==> src/rtl/psum_accumulator_pkg.sv <==
// Shared definitions for the partial-sum accumulator: layer codes, reset levels,
// FSM state encoding and datapath widths.
package psum_accumulator_pkg;

    localparam int PSUM_W  = 19;
    localparam int OFMAP_W = 8;

    typedef enum logic {
        RST_ENABLE  = 1'b0,
        RST_DISABLE = 1'b1
    } rst_e;

    typedef enum logic [3:0] {
        LAYER1 = 4'd1,
        LAYER3 = 4'd3,
        LAYER4 = 4'd4,
        LAYER5 = 4'd5
    } layer_e;

    typedef enum logic [1:0] {
        IDLE  = 2'd0,
        ACCUM = 2'd1,
        QUANT = 2'd2,
        HOLD  = 2'd3
    } state_e;

endpackage

==> src/rtl/psum_accumulator_if.sv <==
// Beat input and requantised result bus between the PE group, the accumulator
// and the downstream ofmap consumer.
interface psum_accumulator_if #(
    parameter int SHIFT_W = 5
);
    import psum_accumulator_pkg::*;

    logic [3:0]                layer;
    logic                      wb_en;
    logic signed [PSUM_W-1:0]  groupsum_in1;
    logic signed [PSUM_W-1:0]  groupsum_in2;
    logic                      acc_first;
    logic                      acc_last;
    logic signed [OFMAP_W-1:0] bias1;
    logic signed [OFMAP_W-1:0] bias2;
    logic [SHIFT_W-1:0]        shift;
    logic                      ofmap_ready;
    logic signed [OFMAP_W-1:0] ofmap1;
    logic signed [OFMAP_W-1:0] ofmap2;
    logic                      ofmap_valid;
    logic                      busy;
    logic                      drop_err;

    modport master (
        output layer, wb_en, groupsum_in1, groupsum_in2, acc_first, acc_last,
               bias1, bias2, shift, ofmap_ready,
        input  ofmap1, ofmap2, ofmap_valid, busy, drop_err
    );

    modport slave (
        input  layer, wb_en, groupsum_in1, groupsum_in2, acc_first, acc_last,
               bias1, bias2, shift, ofmap_ready,
        output ofmap1, ofmap2, ofmap_valid, busy, drop_err
    );

endinterface

==> src/rtl/psum_accumulator_requant.sv <==
// One lane of requantisation: add shifted bias and rounding, arithmetic shift,
// saturate to 8 bits. Define PSUM_RELU_EN to clamp to [0,127] instead of [-128,127].
module psum_requant
    import psum_accumulator_pkg::*;
#(
    parameter int ACC_W   = 24,
    parameter int SHIFT_W = 5
) (
    input  logic signed [ACC_W-1:0]   acc,
    input  logic signed [OFMAP_W-1:0] bias,
    input  logic [SHIFT_W-1:0]        shift,
    output logic signed [OFMAP_W-1:0] q
);

    // Wide enough for the accumulator or a fully shifted bias, plus carry headroom.
    localparam int BIAS_SPAN = OFMAP_W + (2 ** SHIFT_W);
    localparam int SUM_W     = ((ACC_W > BIAS_SPAN) ? ACC_W : BIAS_SPAN) + 2;

    localparam logic signed [SUM_W-1:0]   V_MAX = SUM_W'(127);
    localparam logic signed [SUM_W-1:0]   V_MIN = SUM_W'(-128);
    localparam logic signed [OFMAP_W-1:0] Q_MAX = 8'sd127;
    localparam logic signed [OFMAP_W-1:0] Q_MIN = 8'sh80;

    logic signed [SUM_W-1:0] acc_x;
    logic signed [SUM_W-1:0] bias_x;
    logic signed [SUM_W-1:0] rnd;
    logic signed [SUM_W-1:0] sum;
    logic signed [SUM_W-1:0] v;

    always_comb begin
        acc_x  = SUM_W'(acc);
        bias_x = SUM_W'(bias) <<< shift;
        rnd    = (shift != '0) ? (SUM_W'(1) <<< (shift - SHIFT_W'(1))) : '0;
        sum    = acc_x + bias_x + rnd;
        v      = sum >>> shift;
    end

    // NOTE: q gets a default before the clamps so every path assigns it and no latch is inferred.
    always_comb begin
        q = v[OFMAP_W-1:0];
`ifdef PSUM_RELU_EN
        if (v < '0) begin
            q = '0;
        end else if (v > V_MAX) begin
            q = Q_MAX;
        end
`else
        if (v < V_MIN) begin
            q = Q_MIN;
        end else if (v > V_MAX) begin
            q = Q_MAX;
        end
`endif
    end

endmodule

==> src/rtl/psum_accumulator.sv <==
// Two-lane partial-sum accumulator with per-pixel requantisation and a
// valid/ready result hold. PSUM_RELU_EN selects ReLU clamping in psum_requant.
module psum_accumulator
    import psum_accumulator_pkg::*;
#(
    parameter int ACC_W   = 24,
    parameter int SHIFT_W = 5
) (
    input logic               clk,
    input logic               rst,
    psum_accumulator_if.slave bus
);

    localparam logic signed [ACC_W-1:0] ACC_MAX = {1'b0, {(ACC_W-1){1'b1}}};
    localparam logic signed [ACC_W-1:0] ACC_MIN = {1'b1, {(ACC_W-1){1'b0}}};

    state_e                    state;
    layer_e                    layer_q;
    logic signed [ACC_W-1:0]   acc1;
    logic signed [ACC_W-1:0]   acc2;
    logic signed [OFMAP_W-1:0] bias1_q;
    logic signed [OFMAP_W-1:0] bias2_q;
    logic [SHIFT_W-1:0]        shift_q;
    logic signed [OFMAP_W-1:0] q1;
    logic signed [OFMAP_W-1:0] q2;
    logic signed [OFMAP_W-1:0] ofmap1;
    logic signed [OFMAP_W-1:0] ofmap2;
    logic                      ofmap_valid;
    logic                      busy;
    logic                      drop_err;
    layer_e                    layer_in;
    logic                      take_beat;

    // Saturating add of a sign-extended partial sum; overflow shows as a mismatch of the top two bits.
    function automatic logic signed [ACC_W-1:0] sat_add(
        input logic signed [ACC_W-1:0]  a,
        input logic signed [PSUM_W-1:0] b
    );
        logic signed [ACC_W:0] s;
        s = (ACC_W+1)'(a) + (ACC_W+1)'(b);
        if (s[ACC_W] != s[ACC_W-1]) begin
            return s[ACC_W] ? ACC_MIN : ACC_MAX;
        end
        return s[ACC_W-1:0];
    endfunction

    assign layer_in  = layer_e'(bus.layer);
    assign take_beat = bus.wb_en && (bus.acc_first || (state == ACCUM));

    psum_requant #(.ACC_W(ACC_W), .SHIFT_W(SHIFT_W)) u_requant1 (
        .acc   (acc1),
        .bias  (bias1_q),
        .shift (shift_q),
        .q     (q1)
    );

    psum_requant #(.ACC_W(ACC_W), .SHIFT_W(SHIFT_W)) u_requant2 (
        .acc   (acc2),
        .bias  (bias2_q),
        .shift (shift_q),
        .q     (q2)
    );

    // NOTE: all state here updates with non-blocking assignments so every branch sees pre-edge values.
    always_ff @(posedge clk or negedge rst) begin
        if (rst == RST_ENABLE) begin
            state       <= IDLE;
            layer_q     <= LAYER3;
            acc1        <= '0;
            acc2        <= '0;
            bias1_q     <= '0;
            bias2_q     <= '0;
            shift_q     <= '0;
            ofmap1      <= '0;
            ofmap2      <= '0;
            ofmap_valid <= 1'b0;
            busy        <= 1'b0;
            drop_err    <= 1'b0;
        end else begin
            case (state)
                IDLE, ACCUM: begin
                    if (take_beat) begin
                        if (bus.acc_first) begin
                            layer_q <= layer_in;
                            acc1    <= ACC_W'(bus.groupsum_in1);
                            acc2    <= (layer_in == LAYER1) ? '0 : ACC_W'(bus.groupsum_in2);
                        end else begin
                            acc1 <= sat_add(acc1, bus.groupsum_in1);
                            if (layer_q != LAYER1) begin
                                acc2 <= sat_add(acc2, bus.groupsum_in2);
                            end
                        end
                        if (bus.acc_last) begin
                            bias1_q <= bus.bias1;
                            bias2_q <= bus.bias2;
                            shift_q <= bus.shift;
                            state   <= QUANT;
                        end else begin
                            state <= ACCUM;
                        end
                        busy <= 1'b1;
                    end
                end
                QUANT: begin
                    ofmap1      <= q1;
                    ofmap2      <= (layer_q == LAYER1) ? '0 : q2;
                    ofmap_valid <= 1'b1;
                    state       <= HOLD;
                    if (bus.wb_en) begin
                        drop_err <= 1'b1;
                    end
                end
                HOLD: begin
                    // Beats are never accepted here, even on the exit edge.
                    if (bus.wb_en) begin
                        drop_err <= 1'b1;
                    end
                    if (bus.ofmap_ready) begin
                        ofmap_valid <= 1'b0;
                        busy        <= 1'b0;
                        state       <= IDLE;
                    end
                end
                default: begin
                    state <= IDLE;
                end
            endcase
        end
    end

    assign bus.ofmap1      = ofmap1;
    assign bus.ofmap2      = ofmap2;
    assign bus.ofmap_valid = ofmap_valid;
    assign bus.busy        = busy;
    assign bus.drop_err    = drop_err;

endmodule

==> src/flat_wrapper.sv <==
// flat-port wrapper written by rule: the top's interface ports become plain ports
module psum_accumulator_flat import psum_accumulator_pkg::*;
#(
    parameter int ACC_W   = 24,
    parameter int SHIFT_W = 5
)
  (clk, rst, bus_layer, bus_wb_en, bus_groupsum_in1, bus_groupsum_in2, bus_acc_first, bus_acc_last, bus_bias1, bus_bias2, bus_shift, bus_ofmap_ready, bus_ofmap1, bus_ofmap2, bus_ofmap_valid, bus_busy, bus_drop_err);
  psum_accumulator_if #(.SHIFT_W(SHIFT_W)) bus_i ();
  input logic clk;
  input logic rst;
  input wire logic [$bits(bus_i.layer)-1:0] bus_layer;
  input wire logic [$bits(bus_i.wb_en)-1:0] bus_wb_en;
  input wire logic [$bits(bus_i.groupsum_in1)-1:0] bus_groupsum_in1;
  input wire logic [$bits(bus_i.groupsum_in2)-1:0] bus_groupsum_in2;
  input wire logic [$bits(bus_i.acc_first)-1:0] bus_acc_first;
  input wire logic [$bits(bus_i.acc_last)-1:0] bus_acc_last;
  input wire logic [$bits(bus_i.bias1)-1:0] bus_bias1;
  input wire logic [$bits(bus_i.bias2)-1:0] bus_bias2;
  input wire logic [$bits(bus_i.shift)-1:0] bus_shift;
  input wire logic [$bits(bus_i.ofmap_ready)-1:0] bus_ofmap_ready;
  output wire logic [$bits(bus_i.ofmap1)-1:0] bus_ofmap1;
  output wire logic [$bits(bus_i.ofmap2)-1:0] bus_ofmap2;
  output wire logic [$bits(bus_i.ofmap_valid)-1:0] bus_ofmap_valid;
  output wire logic [$bits(bus_i.busy)-1:0] bus_busy;
  output wire logic [$bits(bus_i.drop_err)-1:0] bus_drop_err;
  assign bus_i.layer = bus_layer;
  assign bus_i.wb_en = bus_wb_en;
  assign bus_i.groupsum_in1 = bus_groupsum_in1;
  assign bus_i.groupsum_in2 = bus_groupsum_in2;
  assign bus_i.acc_first = bus_acc_first;
  assign bus_i.acc_last = bus_acc_last;
  assign bus_i.bias1 = bus_bias1;
  assign bus_i.bias2 = bus_bias2;
  assign bus_i.shift = bus_shift;
  assign bus_i.ofmap_ready = bus_ofmap_ready;
  assign bus_ofmap1 = bus_i.ofmap1;
  assign bus_ofmap2 = bus_i.ofmap2;
  assign bus_ofmap_valid = bus_i.ofmap_valid;
  assign bus_busy = bus_i.busy;
  assign bus_drop_err = bus_i.drop_err;
  psum_accumulator #(.ACC_W(ACC_W), .SHIFT_W(SHIFT_W)) u_core (.clk(clk), .rst(rst), .bus(bus_i));
endmodule
==> config.mk <==
export PLATFORM = sky130hd
export DESIGN_NAME = psum_accumulator_flat
export DESIGN_NICKNAME = d
export VERILOG_FILES = /design/src/rtl/psum_accumulator_pkg.sv /design/src/rtl/psum_accumulator_if.sv /design/src/rtl/psum_accumulator_requant.sv /design/src/rtl/psum_accumulator.sv /design/src/flat_wrapper.sv
export SDC_FILE = /design/constraint.sdc
export NUM_CORES = 1
export LEC_CHECK = 0
export CAP_MARGIN = 40
export CORE_ASPECT_RATIO = 0.75
export CORE_MARGIN = 5
export CORE_UTILIZATION = 38
export CTS_CLUSTER_SIZE = 28
export DETAILED_ROUTE_END_ITERATION = 12
export PLACE_DENSITY = 0.58
export SYNTH_ARGS = -nofsm -noshare
export SYNTH_HDL_FRONTEND = slang
export SYNTH_SLANG_ARGS = --single-unit
==> constraint.sdc <==
create_clock -name clk -period 21.8 [get_ports clk]
set_input_delay 4.36 -clock clk [delete_from_list [all_inputs] [get_ports clk]]
set_output_delay 4.36 -clock clk [all_outputs]
set_load 0.02 [all_outputs]
== Word level (Yosys, flattened, before mapping) ==
Index checks and enable logic that the tools add are counted.
Cells by class
  $add $sub $neg: 7
  magnitude comparators: 4
  reduce and logical (&&, ||, !) cells: 17
  eq/ne operators: 10
  multiplexer cells: 33
  shift operators: 5
Operators with widths (number)
  $mux 24: 10
  $add 24x42->42: 2
  $add 42x42->42: 2
  $gt 42x8->1 const B: 2
  $lt 42x8->1 const B: 2
  $sshl 8x5->42: 2
  $sshr 42x5->42: 2
  $add 24x19->25: 2
  $mux 42: 1
  $sshl 1x5->42 const A: 1
  $mux 8: 5
  $reduce_and 3->1: 4
  $mux 1: 11
  $eq 4x1->1 const B: 2
  $reduce_and 2->1: 4
  $mux 2: 3
  $pmux 2 s3: 1
  $reduce_bool 2->1: 3
  $reduce_bool 5->1: 1
  $sub 5x1->5 const B: 1
  $eq 2x2->1 const B: 2
  $ne 4x1->1 const B: 1
  $pmux 1 s2: 2
  $reduce_or 2->1: 2
  other kinds (7): 8
Word-level totals
  logic and storage cells: 88
  flip-flop bits (word level): 94
  output and inout port bits: 19
  input bits: 69

== Logic depth before layout (Yosys ltp) ==
  word-level depth: 10
  gate-level depth with buffers: 33
  gate-level depth less buffers: 26

== By module ==
A second synthesis with hierarchy kept.
Unflattened totals
  cell total of the unflattened synthesis: 3342
  area, all modules: 24026.8 µm²
Modules (own cells, without submodules)
  psum_requant (u_core.u_requant1): times used 1, area each 8807.2 µm², cells an instance 1346
  psum_requant (u_core.u_requant2): times used 1, area each 8250.4 µm², cells an instance 1241
  psum_accumulator: times used 1, area each 6969.2 µm², cells an instance 755

== Least setup slack after synthesis ==
OpenSTA, ideal clock, no wires.
  path kind: reg2reg
  start point: reg u_core.shift_q[1]
  end point: reg u_core.ofmap2[6] (netlist: u_core.bus.ofmap2[6])
  library setup time: 0.087 ns
  cell stages (with the launch flop): 32
  arrival: 7.679 ns
  period minus slack after synthesis: 7.766 ns
  data required time: 21.713 ns
  path buffers: 7
  setup slack: 14.034 ns
  cells stage by stage: dfrtp_1 -> inv_2 -> buf_1 -> clkbuf_1 -> buf_1 -> clkbuf_1 -> clkbuf_1 -> buf_1 -> mux2i_1 -> nor2_1 -> a21oi_1 -> a21o_1 -> nand2_1 -> fa_1 -> inv_1 -> ha_1 -> buf_2 -> a21oi_2 -> o21a_1 -> o221ai_1 -> a211o_1 -> o21ai_0 -> xor2_1 -> mux2_2 -> mux2i_1 -> mux2_2 -> a2bb2oi_1 -> o2111ai_1 -> or4b_1 -> nor4_1 -> a21oi_1 -> a22oi_1
Between the ends
  cells in the longest elaborated chain, start to end: 9
  elaborated cells between the ends (all ways): 13
  classes of those cells: 3 x add/sub; 2 x order compare; 3 x shift; 4 x mux; 1 x reduce/logical
Ends and longest elaborated chain
  from (decl): line psum_accumulator.sv:23  | logic [SHIFT_W-1:0] shift_q;
  from (signal assigned): line psum_accumulator.sv:96  | shift_q <= bus.shift;
  branches (longest 4 deep; another with $add 24x42->42)
  $sshr 42x5->42 *: line psum_accumulator_requant.sv:35  | v = sum >>> shift;
  $gt 42x8->1: line psum_accumulator_requant.sv:50  | end else if (v > V_MAX) begin
  $mux 8: line psum_accumulator_requant.sv:50
  $mux 8 *: line psum_accumulator_requant.sv:48  | if (v < V_MIN) begin
  $mux 8 *: line psum_accumulator.sv:106  | ofmap2 <= (layer_q == LAYER1) ? '0 : q2;
  to (signal assigned): line psum_accumulator.sv:106
  to (decl): line psum_accumulator.sv:27  | logic signed [OFMAP_W-1:0] ofmap2;
Mark *: on every way between the ends.
A chain may end at the register's enable or synchronous reset.

== Final worst setup path ==
  start point: reg u_core.shift_q[1]
  end point: reg u_core.ofmap1[0] (netlist: u_core.bus.ofmap1[0])
Between the ends
  cells in the longest elaborated chain, start to end: 8
  elaborated cells between the ends (all ways): 12
  classes of those cells: 3 x add/sub; 2 x order compare; 3 x shift; 3 x mux; 1 x reduce/logical
Ends and longest elaborated chain
  branches (longest 4 deep; another with $add 24x42->42)
  $sshr 42x5->42 *: line psum_accumulator_requant.sv:35
  $gt 42x8->1: line psum_accumulator_requant.sv:50
  $mux 8: line psum_accumulator_requant.sv:50
  $mux 8 *: line psum_accumulator_requant.sv:48
  to (signal assigned): line psum_accumulator.sv:105  | ofmap1 <= q1;
  to (decl): line psum_accumulator.sv:26  | logic signed [OFMAP_W-1:0] ofmap1;
Marked as above.

==> summary.md <==
| Metric | Value |
|---|---|
| Initial DRC count | `2988` |
| CP required | `22.04 ns` |
| Clk_lat worst skew | `0.40 ns` |
| Postcts setup bufs | `0` |
| Clock root buffer | `clkbuf_16` |
| Max Root-Sink Buffers | `2` |
| Placer Congestion | `1.05` |
| # diodes | `0` |
| Final setup viols | `0` |
| Post-synth top flop | `dfrtp_1` |
| Min Clock Period, post-route | `8.94 ns` |
| Clock sink count | `94` |
| Total negative slack | `0 ns` |
| Clk_skew | `0.0172 ns` |
| First-pass GRT wire length | `141 mm` |
| Initial antenna violation count | `4` |
| Drt wl/cell | `27.1 um` |
| Synth Area per Inst | `7.37 um2` |
| I/O pin count | `88` |
| Area of the mapped netlist | `0.0206 mm2` |
| Number of fill cells | `5615` |
| Avg Vias per Cell | `6.63` |
| Tightest Pin Transition | `0.979 ns` |
| RSZ-0062 raised after global routing | `false` |
| Worst path slowest cell | `nor2_1` |
| Final HPWL DP | `75.3 mm` |
| Fin crit share | `41.0%` |
| Hold buffer count at CTS | `0` |
| Final WL | `94.6 mm` |
| NumNets Final | `3036` |
| Pre-antenna DRT Iters | `7` |
| Clock Pin Slew Worst Setup and Hold Paths | `0.08 ns` |
| Pin count of the biggest net entering global routing | `66` |
| Status | `finished, final reports clean` |
| Die Height | `212 um` |
| Worst reg2reg path depth | `22` |
| Critical-path cell list | `clkinv_2, buf_4, nand2_1, nor2_1, a31oi_1, a21oi_1, fa_1, ha_1, a21oi_1, o21a_1, o221ai_1, or3_1, o21a_1, o2111ai_1, o31ai_1, mux4_2, a2bb2oi_1, nand3_1, nor4_1, nand2b_1, o31ai_4, a211oi_2` |
| CP max FO | `58` |
| CP Data Arrival Time | `9.18 ns` |
| Max-slew headroom | `34.5%` |
| Synth-to-layout area growth | `8.59%` |
| Number of max-cap violations | `0` |
| Final Hold Fails | `0` |
| Max Fclk | `112 MHz` |
| Hold path cells | `1` |
| CTS tree | `yes` |
| Final Slew Violations | `0` |
| Die area | `0.0591 mm2` |
| Flops & latches, synth | `94` |
| Row count | `74` |
| Number of routed nets with antenna violations | `0` |
| Placeable Area | `0.0541 mm2` |
| Async SR Flop Fraction | `100%` |
| Max incr delay on CP | `0.75 ns` |
| GRT overflow | `0` |
| # port buffers | `87` |
| CTS Buf Count | `9` |
| Vias in the first global route | `21600` |
| EDFF count, synth | `0` |
| Synth Instances | `2796` |
| Number of distinct library cells after synthesis | `103` |
| CTS resizes | `0` |
| WS Path Type | `register to register` |
| Crit. End Element | `register` |
| Die width | `279 um` |
| Startpoint types | `register` |
| H-tree depth | `3` |
| Register area share after synthesis | `11.4%` |
| DRC | `0` |
| Total track usage | `30.9%` |
| Hold Path Class | `register to register` |
| Starting density of the core | `38.1%` |
| Routed vias | `23100` |
| Layout cells sized above 1 | `8.21%` |
| YS warnings | `0` |
## layout by cell type, fill, tap and decap left out, types with 24 or more instances in the layout
master	count
a211oi_1	57
a21o_1	65
a21oi_1	256
a22oi_1	31
a31oi_1	42
and2_1	25
and3_1	24
buf_4	33
clkdlybuf4s50_1	86
dfrtp_1	87
fa_1	68
ha_1	140
inv_1	111
mux2_2	67
mux2i_1	93
mux4_2	26
nand2_1	301
nand2b_1	34
nand3_1	50
nand4_1	42
nor2_1	284
nor2b_1	24
nor3_1	67
o211ai_1	35
o21a_1	30
o21ai_0	167
o22ai_1	28
xnor2_1	60
xor2_1	27
## Yosys cell counts (17+ instances only)
cell | n | share of area (%)
mux2_2 | 67 | 3.7
a211o_1 | 17 | 0.72
dfrtp_1 | 92 | 11
o21a_1 | 30 | 1.1
nor2_1 | 286 | 5.2
xnor2_1 | 60 | 2.5
nand3_1 | 50 | 1.2
ha_1 | 140 | 8.5
inv_1 | 112 | 2.0
a22oi_1 | 31 | 1.1
nand2_1 | 301 | 5.5
a31oi_1 | 43 | 1.3
buf_1 | 33 | 0.60
or3_1 | 19 | 0.58
o211ai_1 | 35 | 1.3
nand2b_1 | 34 | 1.0
o221ai_1 | 18 | 0.76
o22ai_1 | 28 | 0.85
xor2_1 | 27 | 1.1
o21ai_0 | 167 | 4.1
nand4_1 | 42 | 1.3
a21oi_1 | 256 | 6.2
clkbuf_1 | 125 | 2.3
and2_1 | 25 | 0.76
a21o_1 | 65 | 2.4
nor2b_1 | 24 | 0.73
nor3_1 | 67 | 1.6
and3_1 | 24 | 0.73
mux2i_1 | 93 | 4.5
mux4_2 | 26 | 2.8
fa_1 | 68 | 6.6
a211oi_1 | 57 | 2.1
o21ai_1 | 22 | 0.53
## area by class of cell
class	count	area, um2	share of cell area (%)
multi-input combinational	2410	17200	76.7
timing repair buffer	126	1200	5.37
tap	722	903	4.03
sequential	94	2370	10.6
inverter	118	444	1.98
clock inverter	5	63.8	0.285
clock buffer	11	243	1.08
## per-layer routing
layer	vias up	GRT usage (%)	part of all wire [%]	wire length, um
li1	10300	-	-	-
met2	1367	44.0	40	37900
met4	2	8.25	3.1	2940
met3	180	8.16	12	11400
met1	11200	45.9	45	42400
met5	-	0	0.014	13
## critical path: cells and delay by family (launching register included)
family	cells	cell delay, ns
AO/OA/AOI/OAI	11	3.65
AND/OR/NAND/NOR	6	2.15
buffers and inverters	2	1.05
adder cells (fa/ha/maj)	2	0.87
multiplexers	1	0.51
flip-flops	1	0.48
## cells by family after synthesis
kind of cell | Yosys count | synth area share, %
other | 1 | 0.0182
adders and majority gates | 208 | 15.1
xor gates and xnor gates | 87 | 3.70
muxes | 188 | 11.1
and+or+nand+nor | 946 | 21.3
DFF | 94 | 11.4
buffers and inverters | 293 | 5.44
AOI/OAI and AO/OA | 979 | 31.8
## sequential cells by signal, indices dropped and copies added, names as in the netlist
name	count
u_core.acc1	24
u_core.acc2	24
u_core.bias1_q	8
u_core.bias2_q	8
u_core.bus.ofmap1	8
u_core.bus.ofmap2	8
u_core.shift_q	5
u_core.layer_q	4
u_core.state	2
u_core.bus.busy	1
u_core.bus.drop_err	1
u_core.bus.ofmap_valid	1
## path summary, 6_finish.rpt
check / start / end / slack (ns)
setup / recovery: u_core.shift_q[1] / u_core.bus.ofmap1[0] / 12.86
hold / removal: u_core.bus.drop_err / u_core.bus.drop_err / 0.47
setup reg to reg: u_core.shift_q[1] / u_core.bus.ofmap1[0] / 12.86
hold reg to reg: u_core.bus.drop_err / u_core.bus.drop_err / 0.47
max in group asynchronous: rst / u_core.shift_q[4] / 16.87
min in group asynchronous: rst / u_core.acc1[14] / 3.89
## per-stage QoR
stage | setup WS [ns] | hold WS [ns] | utilization (%) | instances | cell area [um2]
after floorplan | 14.03 | 0.471 | - | 2797 | 20600
after global placement | 12.66 | 0.457 | 40.7 | 3462 | 22000
after detailed placement | 12.86 | 0.462 | 40.8 | 3470 | 22100
after CTS | 13.16 | 0.481 | 41.4 | 3486 | 22400
after global routing | 12.59 | 0.487 | 41.4 | 3486 | 22400
final | 12.86 | 0.473 | 41.4 | 3486 | 22400
Power is left out: the tool's default activity adds up to more than one toggle a clock period on the data nets, which glitch-free logic cannot reach.
